File: config.mk
export PLATFORM = sky130hd
export DESIGN_NAME = reaction_multi
export DESIGN_NICKNAME = d
export VERILOG_FILES = /design/src/rtl/reaction_pkg.sv /design/src/rtl/reaction_lfsr.sv /design/src/rtl/reaction_multi.sv
export SDC_FILE = /design/constraint.sdc
export NUM_CORES = 1
export LEC_CHECK = 0
export ABC_AREA = 1
export ABC_CLOCK_PERIOD_IN_PS = 3000
export BUFFER_PORTS_ARGS = -buffer_cell sky130_fd_sc_hd__buf_2
export CORE_MARGIN = 2
export CORE_UTILIZATION = 57
export CTS_BUF_LIST = sky130_fd_sc_hd__clkbuf_16
export DETAILED_ROUTE_END_ITERATION = 10
export GPL_TIMING_DRIVEN = 0
export HOLD_SLACK_MARGIN = 0.12
export PLACE_DENSITY_LB_ADDON = 0.3
export SLEW_MARGIN = 20
export SYNTH_ARGS = -nofsm -noshare
export SYNTH_HDL_FRONTEND = slang
export SYNTH_HIERARCHICAL = 1
export SYNTH_SLANG_ARGS = --single-unit
File: constraint.sdc
create_clock -name i_clk -period 3 [get_ports i_clk]
set_input_delay 0.3 -clock i_clk [delete_from_list [all_inputs] [get_ports i_clk]]
set_output_delay 0.3 -clock i_clk [all_outputs]
set_load 0.02 [all_outputs]
File: src/rtl/reaction_pkg.sv
// Shared types and helpers for the multi-round reaction tester.
package reaction_pkg;

  typedef enum logic [2:0] {
    IDLE    = 3'd0,
    ARM     = 3'd1,
    WAIT    = 3'd2,
    REACT   = 3'd3,
    REC     = 3'd4,
    RESULT  = 3'd5,
    SUMMARY = 3'd6,
    FAULT   = 3'd7
  } t_state;

  typedef enum logic [1:0] {
    DISP_HI  = 2'd0,
    DISP_VAL = 2'd1,
    DISP_ERR = 2'd2
  } t_disp_mode;

  localparam logic [15:0] LFSR_TAPS = 16'hB400;
  localparam int          TIME_W    = 14;

  // Right-shifting Galois step: feedback bit is the outgoing LSB.
  function automatic logic [15:0] lfsr_next(input logic [15:0] cur);
    lfsr_next = {1'b0, cur[15:1]} ^ (cur[0] ? LFSR_TAPS : 16'h0000);
  endfunction

endpackage

File: src/rtl/reaction_lfsr.sv
// Free-running 16-bit LFSR with a rejection-sampled foreperiod draw.
module reaction_lfsr
  import reaction_pkg::*;
#(
  parameter logic [15:0] SEED  = 16'hACE1,
  parameter int          LOWER = 2_000,
  parameter int          UPPER = 15_000
) (
  input  logic                i_clk,
  input  logic                i_rst_n,
  output logic                o_valid,
  output logic [TIME_W-1:0]   o_val
);

  localparam int SPAN = UPPER - LOWER + 1;
  localparam int W    = $clog2(SPAN);
  localparam logic [W:0]        SPAN_V  = SPAN[W:0];
  localparam logic [TIME_W-1:0] LOWER_V = TIME_W'(LOWER);

  logic [15:0]  lfsr_r;
  logic [W-1:0] low_s;

  // Sequence advances every cycle regardless of FSM state.
  always_ff @(posedge i_clk or negedge i_rst_n) begin
    if (!i_rst_n) begin
      lfsr_r <= SEED;
    end else begin
      lfsr_r <= lfsr_next(lfsr_r);
    end
  end

  // Low bits outside the span are rejected so the draw stays uniform.
  assign low_s   = lfsr_r[W-1:0];
  assign o_valid = ({1'b0, low_s} < SPAN_V);
  assign o_val   = LOWER_V + TIME_W'(low_s);

endmodule

File: src/rtl/reaction_multi.sv
// Multi-round reaction-time tester: random foreperiod, false-start and
// timeout detection, per-session average and best time.
module reaction_multi
  import reaction_pkg::*;
#(
  parameter int          CLK_FREQ_HZ   = 100_000_000,
  parameter int          TICK_HZ       = 1_000,
  parameter int          ROUNDS        = 4,
  parameter int          LOWER_WAIT_MS = 2_000,
  parameter int          UPPER_WAIT_MS = 15_000,
  parameter int          MAX_REACT_MS  = 9_999,
  parameter logic [15:0] SEED          = 16'hACE1
) (
  input  logic                          i_clk,
  input  logic                          i_rst_n,
  input  logic                          i_start,
  input  logic                          i_stop,
  input  logic                          i_clear,
  output logic [13:0]                   o_display_val,
  output logic [1:0]                    o_display_mode,
  output logic                          o_led,
  output logic [$clog2(ROUNDS+1)-1:0]   o_round,
  output logic [13:0]                   o_best,
  output logic                          o_done
);

  localparam int DIV   = CLK_FREQ_HZ / TICK_HZ;
  localparam int PW    = $clog2(DIV);
  localparam int RW    = $clog2(ROUNDS + 1);
  localparam int LOG_R = $clog2(ROUNDS);
  localparam int SW    = TIME_W + LOG_R;

  localparam logic [PW-1:0]     PRESC_LAST = PW'(DIV - 1);
  localparam logic [TIME_W-1:0] MAX_T      = TIME_W'(MAX_REACT_MS);
  localparam logic [RW-1:0]     ROUNDS_V   = RW'(ROUNDS);

  t_state              state_r;
  logic [PW-1:0]       presc_r;
  logic [TIME_W-1:0]   wait_r;
  logic [TIME_W-1:0]   react_r;
  logic [TIME_W-1:0]   last_r;
  logic [TIME_W-1:0]   best_r;
  logic [SW-1:0]       sum_r;
  logic [RW-1:0]       round_r;

  logic                tick_s;
  logic [PW-1:0]       presc_next_s;
  logic                draw_valid_s;
  logic [TIME_W-1:0]   draw_val_s;
  logic [TIME_W-1:0]   avg_s;

  reaction_lfsr #(
    .SEED  (SEED),
    .LOWER (LOWER_WAIT_MS),
    .UPPER (UPPER_WAIT_MS)
  ) u_lfsr (
    .i_clk   (i_clk),
    .i_rst_n (i_rst_n),
    .o_valid (draw_valid_s),
    .o_val   (draw_val_s)
  );

  assign tick_s       = (presc_r == PRESC_LAST);
  assign presc_next_s = tick_s ? '0 : presc_r + PW'(1);
  assign avg_s        = TIME_W'(sum_r >> LOG_R);

  // Session FSM with prescaler, counters and statistics.
  always_ff @(posedge i_clk or negedge i_rst_n) begin
    if (!i_rst_n) begin
      state_r <= IDLE;
      presc_r <= '0;
      wait_r  <= '0;
      react_r <= '0;
      last_r  <= '0;
      best_r  <= '0;
      sum_r   <= '0;
      round_r <= '0;
    end else if (i_clear) begin
      state_r <= IDLE;
      presc_r <= presc_next_s;
      last_r  <= '0;
      best_r  <= '0;
      sum_r   <= '0;
      round_r <= '0;
    end else begin
      presc_r <= presc_next_s;
      case (state_r)
        IDLE: begin
          if (i_start) state_r <= ARM;
        end
        ARM: begin
          if (draw_valid_s) begin
            wait_r  <= draw_val_s;
            presc_r <= '0;
            state_r <= WAIT;
          end
        end
        WAIT: begin
          if (i_stop) begin
            state_r <= FAULT;
          end else if (tick_s) begin
            if (wait_r <= 14'd1) begin
              react_r <= '0;
              presc_r <= '0;
              state_r <= REACT;
            end else begin
              wait_r <= wait_r - 14'd1;
            end
          end
        end
        REACT: begin
          // A stop on a tick cycle records the count before that tick.
          if (i_stop) begin
            last_r  <= react_r;
            state_r <= REC;
          end else if (tick_s) begin
            if (react_r >= MAX_T - 14'd1) begin
              react_r <= MAX_T;
              last_r  <= MAX_T;
              state_r <= REC;
            end else begin
              react_r <= react_r + 14'd1;
            end
          end
        end
        REC: begin
          sum_r   <= sum_r + SW'(last_r);
          round_r <= round_r + RW'(1);
          if ((round_r == '0) || (last_r < best_r)) begin
            best_r <= last_r;
          end
          if (round_r + RW'(1) == ROUNDS_V) begin
            state_r <= SUMMARY;
          end else begin
            state_r <= RESULT;
          end
        end
        RESULT: begin
          if (i_start) state_r <= ARM;
        end
        SUMMARY: begin
          if (i_start) begin
            last_r  <= '0;
            best_r  <= '0;
            sum_r   <= '0;
            round_r <= '0;
            state_r <= ARM;
          end
        end
        FAULT: begin
          if (i_start) state_r <= ARM;
        end
        default: begin
          state_r <= IDLE;
        end
      endcase
    end
  end

  // Display/LED decode from registered state only.
  always_comb begin
    o_display_mode = DISP_HI;
    o_display_val  = '0;
    o_led          = 1'b0;
    o_done         = 1'b0;
    case (state_r)
      WAIT, REC, RESULT: begin
        o_display_mode = DISP_VAL;
        o_display_val  = last_r;
      end
      REACT: begin
        o_display_mode = DISP_VAL;
        o_display_val  = react_r;
        o_led          = 1'b1;
      end
      SUMMARY: begin
        o_display_mode = DISP_VAL;
        o_display_val  = avg_s;
        o_done         = 1'b1;
      end
      FAULT: begin
        o_display_mode = DISP_ERR;
      end
      default: begin
        o_display_mode = DISP_HI;
      end
    endcase
  end

  assign o_round = round_r;
  assign o_best  = best_r;

endmodule

==> impl_metrics.py <==
metrics = {
    "outcome": {
        "status": "finished, final reports clean",
    },
    "placed_design": {
        "post-dp-hpwl_um": 12700,
        "gp_congestion": 0.907,
        "port-buffer-count": 38,
        "dpl_cell_area_sq_um": 7680,
    },
    "clock_network": {
        "cts_tree": "built",
        "clk-insertion-delay-late_ps": 360,
        "cts_buffers": 9,
        "cts-root-buf": "clkbuf_16",
        "cts_setup_buffers": 0,
        "clkTransAtPathRegs_ps": 80,
        "cts-hold-fix-buffers": 1,
        "clkSinkCount": 111,
        "cts_resized": 0,
        "h-tree-depth": 3,
        "cts.path.max_buffers": 2,
    },
    "worst_setup_path": {
        "worstPathRequired_ps": 2700,
        "crit_family": "buffers and inverters",
        "reg2regPathDepth": 10,
        "cp_max_fo": 10,
        "crit_end": "o_display_val[1]",
        "reg2reg_slack_ps": 890,
        "max_stage_delay_ps": 480,
        "crit_buf_inv": 3,
        "startpoint_type": "register",
        "path_class": "reg -> out",
        "crit_cells": 6,
        "worstReg2RegEnd": "react_r[6]",
        "crit_path_end_kind": "output port",
        "crit_chain": "nand2_1, nor2_1, inv_1, buf_1, o221ai_1, buf_2",
        "slowest_stage": "dfrtp_1",
        "r2r-start": "react_r[0]",
        "critPathLaunch": "state_r[1]",
        "arrival_ps": 2230,
    },
    "cells_and_area": {
        "post-route-cell-area_sq_um": 7980,
        "antenna_cells": 0,
        "utilization": 0.637,
        "syn2layout_area_growth_pct": 10.1,
        "fill_cells": 1157,
        "drive_gt1_frac": 0.111,
        "nNetsFinal": 1099,
    },
    "sta": {
        "fin_hold_ws_ps": 341,
        "slew_viol_final": 0,
        "period_needed_ps": 2530,
        "hold_violations": 0,
        "finalSetupTns_ps": 0,
        "max-slew-margin-rel": 0.659,
        "rsz0062_at_grt": "no",
        "fin_skew_ps": 12.7,
        "worstMarginPinSlew_ps": 511,
        "max_freq_ghz": 0.396,
        "period_share": 0.843,
        "setup_violations": 0,
    },
    "global_route": {
        "grt_pass1_vias": 6013,
        "antenna_found_initial": 0,
        "globalRouteOverflowTotal": 0,
        "grt_pass1_wl_um": 27800,
        "grt_start_max_net_pins": 82,
        "grt_usage": 0.257,
    },
    "synth": {
        "syn_avg_cell_area_sq_um": 7.21,
        "ys_ff_latch": 111,
        "yosysSeqAreaShare": 0.385,
        "synth_top_family_by_area": "simple AND/OR/NAND/NOR gates",
        "synth_compound_area_frac": 0.115,
        "syn_area_sq_um": 7240,
        "synth_fa_ha_area_frac": 0.0667,
        "synth.area.mux_share": 0,
        "synth_ff_type": "dfrtp_1",
        "yosys_warnings": 6,
        "synth_nets": 1048,
        "synth_simple_gate_area_frac": 0.323,
        "synth_edf_count": 0,
        "yosys.cell_types.count": 48,
        "syn_inst": 1005,
        "synth_xor_area_frac": 0.0290,
        "async_reset_ff_frac": 1.00,
    },
    "route": {
        "vias_per_cell": 5.35,
        "wire_per_inst_um": 13.5,
        "num_vias": 6598,
        "drtIter0Drc": 435,
        "totalWireLength_um": 16600,
        "first_pass_iters": 5,
        "ant_nets": 0,
        "drc": 0,
    },
    "power_and_ir_drop": {
        "p_sw_mw": 1.82,
        "pwr_density_cell_nw_per_um2": 582,
        "switching_share": 0.392,
        "seq_power_share": 0.399,
        "pwr-share-clk": 0.254,
        "leakage_nw": 3.97,
        "power_mw": 4.64,
        "peakVddDrop_mv": 0.335,
        "power.internal_mw": 2.82,
        "combPwrFrac": 0.346,
    },
    "floorplanning": {
        "die_w_um": 117,
        "rows": 41,
        "die_area_sq_um": 13600,
        "initial_core_util": 0.579,
        "core_area_sq_um": 12500,
        "io_pins": 40,
        "die_h_um": 117,
    },
    "hold_path": {
        "min_from": "i_clear",
        "hp-class": "in -> reg",
    },
    "flow_run": {
        "drv_cap": 0,
    },
}
## synthesized netlist by cell type, types with 10 or more instances
master | n | area [sq um]
o21ai_0 | 58 | 290
nor2_1 | 108 | 405
a21oi_1 | 43 | 215
nand2_1 | 309 | 1160
dfrtp_1 | 103 | 2580
xor2_1 | 18 | 158
o21ai_1 | 15 | 75.1
nand3_1 | 72 | 360
inv_1 | 104 | 390
nand4_1 | 12 | 75.1
ha_1 | 37 | 463
buf_2 | 12 | 60.1
nor3_1 | 10 | 50.1
## registers in the layout, indices dropped and copies added, names as in the netlist
register	flops
wait_r	14
sum_r	16
u_lfsr/lfsr_r	16
o_round	3
presc_r	17
last_r	14
o_best	14
state_r	3
react_r	14
## how the worst min path moves through the flow
stage	endpoint	slack, ps	depth (start not counted)
3_5_place_dp	wait_r[13]	190	1
5_1_grt	state_r[2]	380	4
3_3_place_gp	u_lfsr/lfsr_r[14]	380	0
6_report	state_r[2]	340	4
2_1_floorplan	last_r[0]	4	0
4_1_cts	state_r[2]	330	4
## cells by family (layout without fill, tap and decap cells)
group | Yosys count | count (layout)
adders and majority gates | 38 | 38
DFF | 111 | 111
AOI/OAI and AO/OA | 147 | 147
xor gates and xnor gates | 24 | 24
and+or+nand+nor | 544 | 544
buffers and inverters | 141 | 197
## worst register-to-register path: cells and delay by family (launching register included)
family                     cells  cell delay, ps
buffers and inverters          3             630
and+or+nand+nor                4             490
DFF                            1             440
AOI/OAI and AO/OA              2             260
adders and majority gates      1             220
## metrics by stage
| stage | setup slack, ps | instances |
|---|---|---|
| 2_1_floorplan | 1230 | 1005 |
| 3_3_place_gp | 340 | 1215 |
| 3_5_place_dp | 918 | 1216 |
| 4_1_cts | 539 | 1233 |
| 5_1_grt | 383 | 1233 |
| 6_report | 472 | 1233 |
## power groups by stage
stage	clock network [mW]	logic [mW]	registers, mW
after floorplan	0	1.20	1.83
final	1.18	1.61	1.85
after global routing	1.26	1.82	1.87
after detailed placement	0	1.59	1.87
after CTS	1.20	1.60	1.85
after global placement	0	1.55	1.87
## per-layer routing
layer  part of all wire  global-route usage  vias to the layer above
met5                  0                   0                        -
met4              0.022              0.0973                        0
met3              0.045              0.0327                       27
met2               0.46               0.418                      173
met1               0.48               0.353                     3043
li1                   -                   -                     3355
## area by class of cell
class / count / area (sq um) / area share
clock inverter: 7 / 58.8 / 0.00737
timing repair buffer: 40 / 234 / 0.0293
buffer: 28 / 166 / 0.0209
multi-input combinational: 753 / 3860 / 0.485
inverter: 113 / 424 / 0.0532
tap: 172 / 215 / 0.0270
clock buffer: 9 / 225 / 0.0282
sequential: 111 / 2790 / 0.349
## layout by cell type, fill, tap and decap left out, types with 5 or more instances in the layout
cell	count
o21ai_1	15
ha_1	37
dfstp_2	8
xnor2_1	6
a21oi_1	43
inv_1	107
nand2_2	6
o221ai_1	9
clkbuf_16	9
nor2_1	108
o211ai_1	5
o22ai_1	5
buf_2	49
inv_2	9
xor2_1	18
nand4_1	12
nand2_1	309
dfrtp_1	103
o21ai_0	58
nand3_1	72
nor3_1	10
buf_4	6
Note: power is estimated with default switching activity, not from simulation.
